**src/rtl/cache_pkg.sv**
```systemverilog
// Shared constants and types for the direct-mapped line cache controller.
package cache_pkg;

    localparam int S_OFFSET   = 5;
    localparam int S_INDEX    = 4;
    localparam int S_TAG      = 32 - S_OFFSET - S_INDEX;
    localparam int NUM_SETS   = 1 << S_INDEX;
    localparam int LINE_BITS  = 256;
    localparam int LINE_BYTES = LINE_BITS / 8;

    typedef enum logic [1:0] {
        IDLE      = 2'd0,
        WRITEBACK = 2'd1,
        FILL      = 2'd2
    } state_e;

endpackage

```
**src/rtl/cache_tag_array.sv**
```systemverilog
// Per-set tag, valid and dirty state with a combinational read port.
// Reads and updates share one index because the controller only ever
// touches the set addressed by the current request.
module cache_tag_array
    import cache_pkg::*;
(
    input  logic               clk,
    input  logic               rst,
    input  logic [S_INDEX-1:0] index,
    input  logic               load,
    input  logic [S_TAG-1:0]   load_tag,
    input  logic               set_dirty,
    input  logic               clr_dirty,
    output logic [S_TAG-1:0]   rd_tag,
    output logic               rd_valid,
    output logic               rd_dirty
);

    logic [S_TAG-1:0]    tag_q [NUM_SETS];
    logic [NUM_SETS-1:0] valid_q;
    logic [NUM_SETS-1:0] dirty_q;

    assign rd_tag   = tag_q[index];
    assign rd_valid = valid_q[index];
    assign rd_dirty = dirty_q[index];

    // Update the addressed set; a line load also cleans it.
    always_ff @(posedge clk or negedge rst) begin
        if (!rst) begin
            for (int i = 0; i < NUM_SETS; i++) begin
                tag_q[i] <= '0;
            end
            valid_q <= '0;
            dirty_q <= '0;
        end else begin
            if (load) begin
                tag_q[index]   <= load_tag;
                valid_q[index] <= 1'b1;
                dirty_q[index] <= 1'b0;
            end else if (set_dirty) begin
                dirty_q[index] <= 1'b1;
            end else if (clr_dirty) begin
                dirty_q[index] <= 1'b0;
            end
        end
    end

endmodule

```
**src/rtl/cache_ctrl.sv**
```systemverilog
// Direct-mapped, write-back, write-allocate cache controller. Hits are
// served combinationally in IDLE; misses write back a dirty victim and
// then fill the line from memory before completing as a hit.
module cache_ctrl
    import cache_pkg::*;
(
    input  logic                  clk,
    input  logic                  rst,
    input  logic [31:0]           mem_address,
    input  logic                  mem_read,
    input  logic                  mem_write,
    input  logic [LINE_BYTES-1:0] mem_byte_enable256,
    input  logic [LINE_BITS-1:0]  mem_wdata256,
    output logic [LINE_BITS-1:0]  mem_rdata256,
    output logic                  mem_resp,
    output logic [31:0]           pmem_address,
    output logic                  pmem_read,
    output logic                  pmem_write,
    output logic [LINE_BITS-1:0]  pmem_wdata,
    input  logic [LINE_BITS-1:0]  pmem_rdata,
    input  logic                  pmem_resp,
    output logic [LINE_BYTES-1:0] array_write_en,
    output logic [S_INDEX-1:0]    array_rindex,
    output logic [S_INDEX-1:0]    array_windex,
    output logic [LINE_BITS-1:0]  array_datain,
    input  logic [LINE_BITS-1:0]  array_dataout
);

    state_e state_q, state_d;

    logic [S_TAG-1:0]   req_tag;
    logic [S_INDEX-1:0] req_index;
    logic [S_TAG-1:0]   set_tag;
    logic               set_valid;
    logic               set_is_dirty;
    logic               hit;
    logic               req_valid;
    logic               tag_load;
    logic               tag_set_dirty;
    logic               tag_clr_dirty;
    logic               unused_offset;

    assign req_tag       = mem_address[31:S_OFFSET+S_INDEX];
    assign req_index     = mem_address[S_OFFSET+S_INDEX-1:S_OFFSET];
    assign unused_offset = ^mem_address[S_OFFSET-1:0];

    assign req_valid    = mem_read | mem_write;
    assign hit          = set_valid && (set_tag == req_tag);

    // The data array is always addressed by the request's set.
    assign array_rindex = req_index;
    assign array_windex = req_index;
    assign mem_rdata256 = array_dataout;
    assign pmem_wdata   = array_dataout;

    cache_tag_array u_tags (
        .clk       (clk),
        .rst       (rst),
        .index     (req_index),
        .load      (tag_load),
        .load_tag  (req_tag),
        .set_dirty (tag_set_dirty),
        .clr_dirty (tag_clr_dirty),
        .rd_tag    (set_tag),
        .rd_valid  (set_valid),
        .rd_dirty  (set_is_dirty)
    );

    // State register.
    always_ff @(posedge clk or negedge rst) begin
        if (!rst) begin
            state_q <= IDLE;
        end else begin
            state_q <= state_d;
        end
    end

    // Next state and all strobes; everything is forced idle while reset
    // is low so an aborted memory transaction drops without a clock edge.
    always_comb begin
        state_d        = state_q;
        mem_resp       = 1'b0;
        pmem_read      = 1'b0;
        pmem_write     = 1'b0;
        pmem_address   = {req_tag, req_index, {S_OFFSET{1'b0}}};
        array_write_en = '0;
        array_datain   = mem_wdata256;
        tag_load       = 1'b0;
        tag_set_dirty  = 1'b0;
        tag_clr_dirty  = 1'b0;
        if (rst) begin
            case (state_q)
                IDLE: begin
                    if (req_valid) begin
                        if (hit) begin
                            mem_resp = 1'b1;
                            // A simultaneous read and write is served as a write.
                            if (mem_write) begin
                                array_write_en = mem_byte_enable256;
                                tag_set_dirty  = 1'b1;
                            end
                        end else if (set_is_dirty) begin
                            state_d = WRITEBACK;
                        end else begin
                            state_d = FILL;
                        end
                    end
                end
                WRITEBACK: begin
                    pmem_write   = 1'b1;
                    pmem_address = {set_tag, req_index, {S_OFFSET{1'b0}}};
                    if (pmem_resp) begin
                        tag_clr_dirty = 1'b1;
                        state_d       = FILL;
                    end
                end
                FILL: begin
                    pmem_read = 1'b1;
                    if (pmem_resp) begin
                        array_write_en = '1;
                        array_datain   = pmem_rdata;
                        tag_load       = 1'b1;
                        state_d        = IDLE;
                    end
                end
                default: state_d = IDLE;
            endcase
        end
    end

    // Flag requesters that raise read and write together.
    assert property (@(posedge clk) disable iff (!rst) !(mem_read && mem_write))
        else $warning("cache_ctrl: mem_read and mem_write asserted together, serviced as write");

endmodule

```
**config.mk**
```make
export PLATFORM = sky130hd
export DESIGN_NAME = cache_ctrl
export DESIGN_NICKNAME = d
export VERILOG_FILES = /design/src/rtl/cache_pkg.sv /design/src/rtl/cache_tag_array.sv /design/src/rtl/cache_ctrl.sv
export SDC_FILE = /design/constraint.sdc
export NUM_CORES = 1
export LEC_CHECK = 0
export ABC_AREA = 1
export BUFFER_PORTS_ARGS = -buffer_cell sky130_fd_sc_hd__buf_2
export CORE_AREA = 5 5 658 660
export DETAILED_ROUTE_END_ITERATION = 10
export DIE_AREA = 0 0 663 665
export GPL_TIMING_DRIVEN = 0
export REMOVE_ABC_BUFFERS = 1
export SYNTH_ARGS = -nofsm -noshare
export SYNTH_HDL_FRONTEND = slang
export SYNTH_SLANG_ARGS = --single-unit
```
**constraint.sdc**
```tcl
create_clock -name clk -period 3.8 [get_ports clk]
set_clock_uncertainty 0.1 [all_clocks]
set_input_delay 0.19 -clock clk [delete_from_list [all_inputs] [get_ports clk]]
set_output_delay 0.19 -clock clk [all_outputs]
set_load 0.03 [all_outputs]
```
**Word level (Yosys, flattened, before mapping)**

Cells that the tools add are included.

- Flip-flop bits (word level): 402
- Input bits: 837
- Output and inout bits: 843
- Logic and storage cells: 92

- $lt $le $gt $ge: 4
- Eq/ne operators: 7
- Muxes and demuxes: 50
- Bitwise operators: 6
- Reduce and logical (&&, ||, !) cells: 6

Operators by type and width:

| cell | count |
|---|---|
| $mux 256 | 3 |
| $bwmux 368 | 1 |
| $mux 32 | 7 |
| $bmux 23 s4 | 1 |
| $demux 23 s4 | 1 |
| $mux 23 | 3 |
| $pmux 32 s2 | 1 |
| $mux 16 | 3 |
| $or 16x16->16 | 2 |
| $eq 23x23->1 | 1 |
| $mux 1 | 21 |
| $and 16x16->16 | 1 |
| $not 16->16 | 1 |
| $mux 2 | 5 |
| $bmux 1 s4 | 2 |
| $ne 2x2->1 const B | 4 |
| $pmux 2 s3 | 1 |
| $ge 5x5->1 const B | 1 |
| $lt 4x5->1 const B | 1 |
| $lt 5x1->1 const B | 1 |
| $not 4->5 | 1 |
| $reduce_and 5->1 | 1 |
| $demux 1 s4 | 1 |
| $ge 4x1->1 const B | 1 |
| 6 further kinds | 8 |

**Logic depth before layout (Yosys ltp)**

Gate-level depths: netlist of run 1.

- Word-level depth: 12
- Mapped depth: 22

**By module**

A second synthesis of run 1 with hierarchy kept.

- Cell total of the unflattened synthesis: 4232
- Area, all modules: 27760.4 sq um

By module, submodules not included:

| module | instances | cells each | area each (sq um) | seq. area each (sq um) |
|---|---|---|---|---|
| cache_tag_array | 1 | 2585 | 19154.6 | 10009.6 |
| cache_ctrl | 1 | 1647 | 8605.8 | 50.0 |

**Worst setup path after synthesis of run 1**

OpenSTA, ideal clock, no wires.

- Path type: input -> output
- From: input mem_address[6]
- To: output mem_resp
- Arrival time: 2.228 ns
- Required time: 3.510 ns
- Slack: 1.282 ns
- Stages on the path: 16
- Cells stage by stage: buf_4 inv_4 buf_2 buf_2 nand2_1 nand3_1 nand2_1 nand2_1 nor2_1 nand2_1 nand2_1 nor2_1 nand2_1 nor2_2 nand3_1 nor3_1

- Cells in the longest elaborated chain, start to end: 10

RTL lines:

| what | RTL line | RTL |
|---|---|---|
| start, declared | cache_ctrl.sv:9 | `input logic [31:0] mem_address,` |
| $not 4->5 (not written as such) | cache_tag_array.sv:23 | `assign rd_tag = tag_q[index];` |
| $bmux 23 s4 | cache_tag_array.sv:23 |  |
| $mux 23 (not written as such) (2 in series) | cache_tag_array.sv:23 |  |
| $eq 23x23->1 | cache_ctrl.sv:48 | `assign hit = set_valid && (set_tag == req_tag);` |
| $logic_and 1x1->1 (*) | cache_ctrl.sv:48 |  |
| $mux 1 (*) | cache_ctrl.sv:95 | `if (hit) begin` |
| $mux 1 (*) | cache_ctrl.sv:94 | `if (req_valid) begin` |
| $mux 1 (*) | cache_ctrl.sv:92 | `case (state_q)` |
| $mux 1 (*) | cache_ctrl.sv:91 | `if (rst) begin` |
| end, declared | cache_ctrl.sv:15 | `output logic mem_resp,` |

Mark *: on every way between the ends. The rest lies on a longest branch, timed or not. The select of a mux whose other input is x is not followed.

**Final worst setup path of run 1**

- From: register state_q[0]
- To: output array_datain[160]

- Cells in the longest elaborated chain, start to end: 3

RTL lines:

| what | RTL line | RTL |
|---|---|---|
| start, declared | cache_ctrl.sv:29 | `state_e state_q, state_d;` |
| start signal, assigned | cache_ctrl.sv:74 | `state_q <= state_d;` |
| $eq 2x2->1 | cache_ctrl.sv:92 |  |
| $mux 256 | cache_ctrl.sv:92 |  |
| $mux 256 | cache_ctrl.sv:91 |  |
| end, declared | cache_ctrl.sv:25 | `output logic [LINE_BITS-1:0] array_datain,` |

No other way between the ends.

==> results.sh, run 1 <==
export IMPL_clock_sinks=402
export IMPL_yosys_area_share_adder_pct=0
export IMPL_coreArea_sq_um=426000
export IMPL_power_frac_seq_pct=34.8
export IMPL_initial_utilization_pct=6.27
export IMPL_drt_initial_drc_count=3889
export IMPL_ir_drop_uv=318
export IMPL_p_leak_nw=17.6
export IMPL_routed_wirelength_um=381000
export IMPL_p_switching_w=0.00677
export IMPL_synth_edf_count=0
export IMPL_dr_total_vias=30923
export IMPL_synth_compound_area_share_pct=8.88
export IMPL_post_drt_wl_per_cell_um=37.5
export IMPL_worstMarginPinSlew_ps=929
export IMPL_ys_flop_type="dfrtp_1"
export IMPL_synth_xor_area_share_pct=0
export IMPL_tns_ps=0
export IMPL_yosys_area_share_simple_pct=33.0
export IMPL_drv_slew=0
export IMPL_synthMuxAreaShare_pct=0
export IMPL_hold_violations=0
export IMPL_final_cell_mix="nand2_1, buf_2, o21ai_0, dfrtp_1, inv_1"
export IMPL_via_per_inst=3.05
export IMPL_hold_slack_ps=63.6
export IMPL_multi_input_area_sq_um=11400
export IMPL_overflow=0
export IMPL_drc=0
export IMPL_power_frac_clock_pct=27.1
export IMPL_die_area_sq_um=441000
export IMPL_path_class="register to primary output"
export IMPL_netlist_area_sq_um=26700
export IMPL_power_w=0.0164
export IMPL_switching_share_pct=41.4
export IMPL_power_density_nw_per_um2=440
export IMPL_ys_types=23
export IMPL_insertion_delay_ps=580
export IMPL_ys_ff_latch=402
export IMPL_slew_headroom_pct=38.1
export IMPL_grt_use_total_pct=16.5
export IMPL_worstPathMaxFanout=68
export IMPL_mostFrequentLayoutCell="nand2_1"
export IMPL_die_width_um=663
export IMPL_comb_power_share_pct=38.1
export IMPL_avgSynthCellArea_sq_um=6.53
export IMPL_layoutNonFillerInstCount=10153
export IMPL_period_needed_ps=3790
export IMPL_htreeDepth=2
export IMPL_io_pins=1680
export IMPL_cts_tree="done"
export IMPL_max_freq_ghz=0.264
export IMPL_cpMaxStageDelayCell="nand2_1"
export IMPL_port_buffers=901
export IMPL_grt_pass1_vias=26029
export IMPL_dp_cells=9950
export IMPL_grt_antenna_before_repair=149
export IMPL_drtAntennaViolNets=0
export IMPL_drtPass1Iterations=5
export IMPL_crit_path_cell_trace="nor2_1, inv_1, nor2_4, nand2_8, buf_16, buf_16, nand2_1, nand2_1, buf_2"
export IMPL_maxCapViolCount=0
export IMPL_p_int_w=0.00959
export IMPL_worst_path_buf_inv=4
export IMPL_gp_congestion=1.01
export IMPL_startpoint_type="register"
export IMPL_ys_seq_area_share_pct=37.7
export IMPL_dp_hpwl_um=316000
export IMPL_ys_warn_count=0
export IMPL_worstHoldPathType="input pin to register"
export IMPL_nFillCells=50236
export IMPL_grt_max_degree=109
export IMPL_async_reset_ff_share_pct=100
export IMPL_worstPathArrival_ps=3500
export IMPL_clkTransAtPathRegs_ps=60
export IMPL_min_period_over_period_pct=99.7
export IMPL_rows=240
export IMPL_outcome="complete, no violations"
export IMPL_crit_required_ps=3510
export IMPL_grt_pass1_wl_um=441000
export IMPL_crit_family="simple AND/OR/NAND/NOR gates"
export IMPL_die_height_um=665
export IMPL_root_buffer="clkbuf_16"
export IMPL_cp_end_kind="primary output"
export IMPL_layout_area_seq_sq_um=10100
export IMPL_syn2layout_area_growth_pct=39.1
export IMPL_synth_top_family_by_area="simple AND/OR/NAND/NOR gates"
export IMPL_cts_made_buffers=45
export IMPL_synthCells=4092
export IMPL_layout_nets=5215
export IMPL_slowest_delay_ps=440
export IMPL_clockBufferDepth=3
export IMPL_finalSetupViolations=0
export IMPL_layout_drive_gt1_share_pct=24.9
export IMPL_rsz0062_at_grt="no"
==> routing by layer <==
metal  up-vias  global-route usage [%]  routed length [um]
li1      12663                       -                   -
met1     14440                    17.3              136000
met2      3285                    21.9              142000
met3       444                    16.3               82500
met4        91                    3.91               11700
met5         -                    13.5                8360
==> worst min-delay path, delay by kind of cell <==
kind                   cells  cell delay [ps]
buffers and inverters      2              310
AO/OA/AOI/OAI              1              190
==> logic make-up (layout without fill, tap and decap cells) <==
group | count (synthesis) | count (layout)
DFF | 402 | 402
AOI/OAI and AO/OA | 472 | 472
and+or+nand+nor | 2312 | 2316
other | 1 | 62
buffers and inverters | 905 | 1214
==> cells in the mapped netlist, types with 3 or more instances <==
cell      count  area share [%]
clkinv_1      3           0.042
dfrtp_1     402              38
buf_4       532              15
nand4_1      26            0.61
nand3_1      30            0.56
inv_1       131             1.8
a21oi_1      24            0.45
clkbuf_1    177             2.5
nor2_2        5            0.12
o21ai_1      15            0.28
nand2_1    2167              30
buf_1        10            0.14
nor2_1       80             1.1
inv_2         4           0.056
o22ai_1       8            0.19
buf_2        47            0.88
o21ai_0     425             8.0
==> through the flow <==
stage	util [%]	setup WS, ps	instance area [sq um]
6_report	8.72	10.4	37100
5_1_grt	8.71	18.9	37100
4_1_cts	8.66	3.10	36900
3_5_place_dp	8.06	-2280	34300
3_3_place_gp	7.84	-39620	33400
2_1_floorplan	-	-9790	21800
==> area by class of cell <==
cell class / instances / area share [%]
Inverter: 139 / 1.61
Timing Repair Buffer: 997 / 17.0
Sequential cell: 402 / 27.1
Clock buffer: 70 / 3.67
Antenna cell: 57 / 0.384
Clock inverter: 8 / 0.320
Tap cell: 5687 / 19.2
Multi-Input combinational cell: 2793 / 30.8
==> repair_timing <==
action | in CTS | in global routing
hold endpoints to repair | 248 | 0
buffers inserted | 17 | 6
hold buffers | 31 | 0
setup endpoints to repair | 357 | 71
resized for setup | 56 | 12
cloned | 13 | 2
pin swaps | 6 | 2
==> registers in the layout, summed over array words and instances, names as in the netlist, named ones only <==
| name | count |
|---|---|
| u_tags.tag_q | 368 |
| u_tags.valid_q | 16 |
| state_q | 2 |
==> final timing paths <==
kind | slack (ps) | to | depth (start not counted) | start
setup / recovery | 10 | array_datain[160] | 9 | state_q[0]
hold / removal | 60 | u_tags.tag_q[81] | 3 | mem_address[21]
setup reg to reg | 490 | u_tags.tag_q[364] | 7 | state_q[0]
hold reg to reg | 350 | u_tags.valid_q[14] | 2 | u_tags.valid_q[14]
max in group asynchronous | 2110 | u_tags.tag_q[55] | 6 | rst
min in group asynchronous | 740 | u_tags.tag_q[240] | 3 | rst
==> power by group through the flow <==
stage               clock, W  sequential, W  combinational (W)
global placement           0        0.00574            0.00614
floorplan                  0        0.00565            0.00327
CTS                  0.00450        0.00568            0.00629
global route         0.00469        0.00581            0.00675
detailed placement         0        0.00575            0.00601
finish               0.00443        0.00570            0.00623
(Power assumes the default switching activity.)
==> run 2, diff against run 1 <==
- ABC_AREA: 1 -> default
- CORE_AREA: 5 5 658 660 -> 2 2 655 657
- DIE_AREA: 0 0 663 665 -> 0 0 657 659
==> run 2 against run 1 <==
Net effect:
- the run now ends with negative setup slack left
- cell area grew 3.2%
- hold slack lost 47 ps
- synthesized cell count shrank 26%
- fmax shrank 4.1%
- largest power group unchanged
- first-iteration DRC count shrank 8.8%
- power shrank 2.4%
- global-route usage grew 2.7 points
- largest cell class unchanged
- critical path type unchanged
==> results.sh, run 2 <==
export IMPL_outcome="complete, but fails checks"
export IMPL_violations="negative setup slack"
export IMPL_layout_drive_gt1_share_pct=46.4
export IMPL_placed_area_sq_um=35000
export IMPL_synth_xor_area_share_pct=0.769
export IMPL_drtAntennaViolNets=0
export IMPL_synth_area_top_cells="dfrtp_1, buf_4, mux2_2, nand2_1, mux4_2"
export IMPL_netlist_area_sq_um=27300
export IMPL_initial_utilization_pct=6.42
export IMPL_async_reset_ff_share_pct=100
export IMPL_dp_hpwl_um=366000
export IMPL_startpoint_type="register"
export IMPL_grt_pass1_wl_um=486000
export IMPL_max_freq_ghz=0.253
export IMPL_worstPathArrival_ps=3660
export IMPL_tns_ps=-3340
export IMPL_synth_top_family_by_area="multiplexers"
export IMPL_nFillCells=49670
export IMPL_design_area_sq_um=38300
export IMPL_yosys_area_share_adder_pct=0
export IMPL_die_width_um=657
export IMPL_multi_input_area_sq_um=12700
export IMPL_clockBufferDepth=3
export IMPL_synth_edf_count=0
export IMPL_mostFrequentLayoutCell="nand2_1"
export IMPL_hold_violations=0
export IMPL_crit_required_ps=3510
export IMPL_synth_compound_area_share_pct=6.19
export IMPL_clock_sinks=402
export IMPL_worst_slack_ps=-152
export IMPL_htreeDepth=2
export IMPL_reg2reg_setup_slack_ps=670
export IMPL_dr_total_vias=28024
export IMPL_synthCells=3025
export IMPL_io_pins=1680
export IMPL_rows=240
export IMPL_yosysTopAreaCell="dfrtp_1"
export IMPL_slew_headroom_pct=44.5
export IMPL_layout_area_seq_sq_um=10100
export IMPL_drc=0
export IMPL_root_buffer="clkbuf_16"
export IMPL_regMostFlops="u_tags.tag_q"
export IMPL_rsz0062_at_grt="yes"
export IMPL_routed_wirelength_um=431000
export IMPL_power_density_nw_per_um2=416
export IMPL_worstMarginPinSlew_ps=832
export IMPL_maxCapViolCount=0
export IMPL_coreArea_sq_um=426000
export IMPL_cts_tree="done"
export IMPL_grt_max_degree=108
export IMPL_p_leak_nw=16.9
export IMPL_cp_end_kind="primary output"
export IMPL_reg2reg_from="u_tags.tag_q[71]"
export IMPL_drv_slew=0
export IMPL_yosysMostFrequentCell="nand2_1"
export IMPL_hold_slack_ps=16.2
export IMPL_worstHoldPathType="input pin to asynchronous set/reset pin"
export IMPL_largest_reg_flops=368
export IMPL_die_area_sq_um=433000
export IMPL_grt_pass1_vias=23798
export IMPL_insertion_delay_ps=540
export IMPL_yosys_area_share_simple_pct=15.3
export IMPL_ys_ff_latch=402
export IMPL_path_class="register to primary output"
export IMPL_ys_seq_area_share_pct=36.8
export IMPL_die_height_um=659
export IMPL_drtPass1Iterations=5
export IMPL_pre_cts_ws_ps=-1970
export IMPL_ir_drop_uv=416
export IMPL_period_needed_ps=3950
export IMPL_syn2layout_area_growth_pct=40.2
export IMPL_avgSynthCellArea_sq_um=9.04
export IMPL_via_per_inst=3.08
export IMPL_dp_cells=8917
export IMPL_ys_types=69
export IMPL_post_drt_wl_per_cell_um=47.3
export IMPL_r2r_cells=10
export IMPL_final_cell_mix="nand2_1, buf_2, dfrtp_1, mux2_2, o21ai_0"
export IMPL_ys_flop_type="dfrtp_1"
export IMPL_grt_use_total_pct=19.2
export IMPL_largest_registers="u_tags.tag_q x368, u_tags.valid_q x16, state_q x2"
export IMPL_layoutNonFillerInstCount=9109
export IMPL_gp_congestion=1.05
export IMPL_synthMuxAreaShare_pct=21.9
export IMPL_overflow=0
export IMPL_ys_warn_count=0
export IMPL_clkTransAtPathRegs_ps=60
export IMPL_drt_initial_drc_count=3546
export IMPL_synth_commonest_cells="nand2_1, buf_4, dfrtp_1"
export IMPL_port_buffers=901
export IMPL_synth_top_area_share_pct=36.8
export IMPL_grt_antenna_before_repair=137
export IMPL_layout_nets=4161
export IMPL_worstPathMaxFanout=3
export IMPL_cts_made_buffers=43
export IMPL_min_period_over_period_pct=104
export IMPL_finalSetupViolations=32
[run 2: cells by family after synthesis]
kind of cell / Yosys count
simple gates: 1051
buf+inv: 808
mux: 470
flops: 402
compound gates: 269
xor+xnor: 24
other cells: 1
[run 2: repair_timing]
action                     in CTS  in global routing
hold endpoints to repair      337                  0
pin swaps                      12                  8
resized for setup             190                 29
hold buffers                   20                  0
setup endpoints to repair     325                 46
setup buffers                  12                  5
cloned                         13                  0
[run 2: per-layer routing]
metal	share of wire, %	GRT usage (%)	wire [um]	vias to the layer above
met1	29	16.2	125000	13454
met3	21	18.3	90700	536
li1	-	-	-	10159
met5	1.8	13.6	7850	-
met2	43	29.0	184000	3796
met4	5.6	8.92	24000	79
[run 2: report_power, final]
part / internal (W) / switching, W / leakage, nW
sequential: 0.00517 / 0.000460 / 5.37
clock: 0.00257 / 0.00172 / 0.724
combinational: 0.00209 / 0.00395 / 10.8
[run 2: worst max-delay path by stage]
stage,to,cells past startpoint,start,slack [ps]
6_report,mem_resp,9,u_tags.tag_q[323],-150
3_3_place_gp,u_tags.valid_q[7],5,rst,-21900
5_1_grt,mem_resp,11,mem_address[6],-170
3_5_place_dp,mem_resp,9,mem_address[8],-1970
4_1_cts,array_write_en[30],12,u_tags.tag_q[71],-130
2_1_floorplan,u_tags.tag_q[326],4,state_q[0],-5180
[run 2: worst max-delay path, stage by stage, from the launching register on]
cell and delay (ps):
dfrtp_1 390, mux2_2 260, o22ai_1 220, nor3_1 80, a2111o_1 500, a211oi_4 340
and4_4 310, nand4_1 230, nor3b_4 530, buf_6 240
[run 2: cell type report]
| cell class | instances | share of cell area, % |
|---|---|---|
| inverter | 63 | 0.653 |
| timing repair buffer | 993 | 17.2 |
| sequential | 402 | 26.2 |
| tap | 5687 | 18.6 |
| clock buffer | 65 | 3.53 |
| multi-input combinational | 1820 | 33.1 |
| clock inverter | 9 | 0.248 |
| antenna | 69 | 0.450 |
| timing repair inverter | 1 | 0.0131 |
[run 2: metrics by stage]
step	utilization [%]	power [W]
3_5_place_dp	8.22	0.0114
4_1_cts	8.91	0.0160
5_1_grt	8.99	0.0166
6_report	9.00	0.0160
2_1_floorplan	-	0.00859
3_3_place_gp	7.99	0.0115
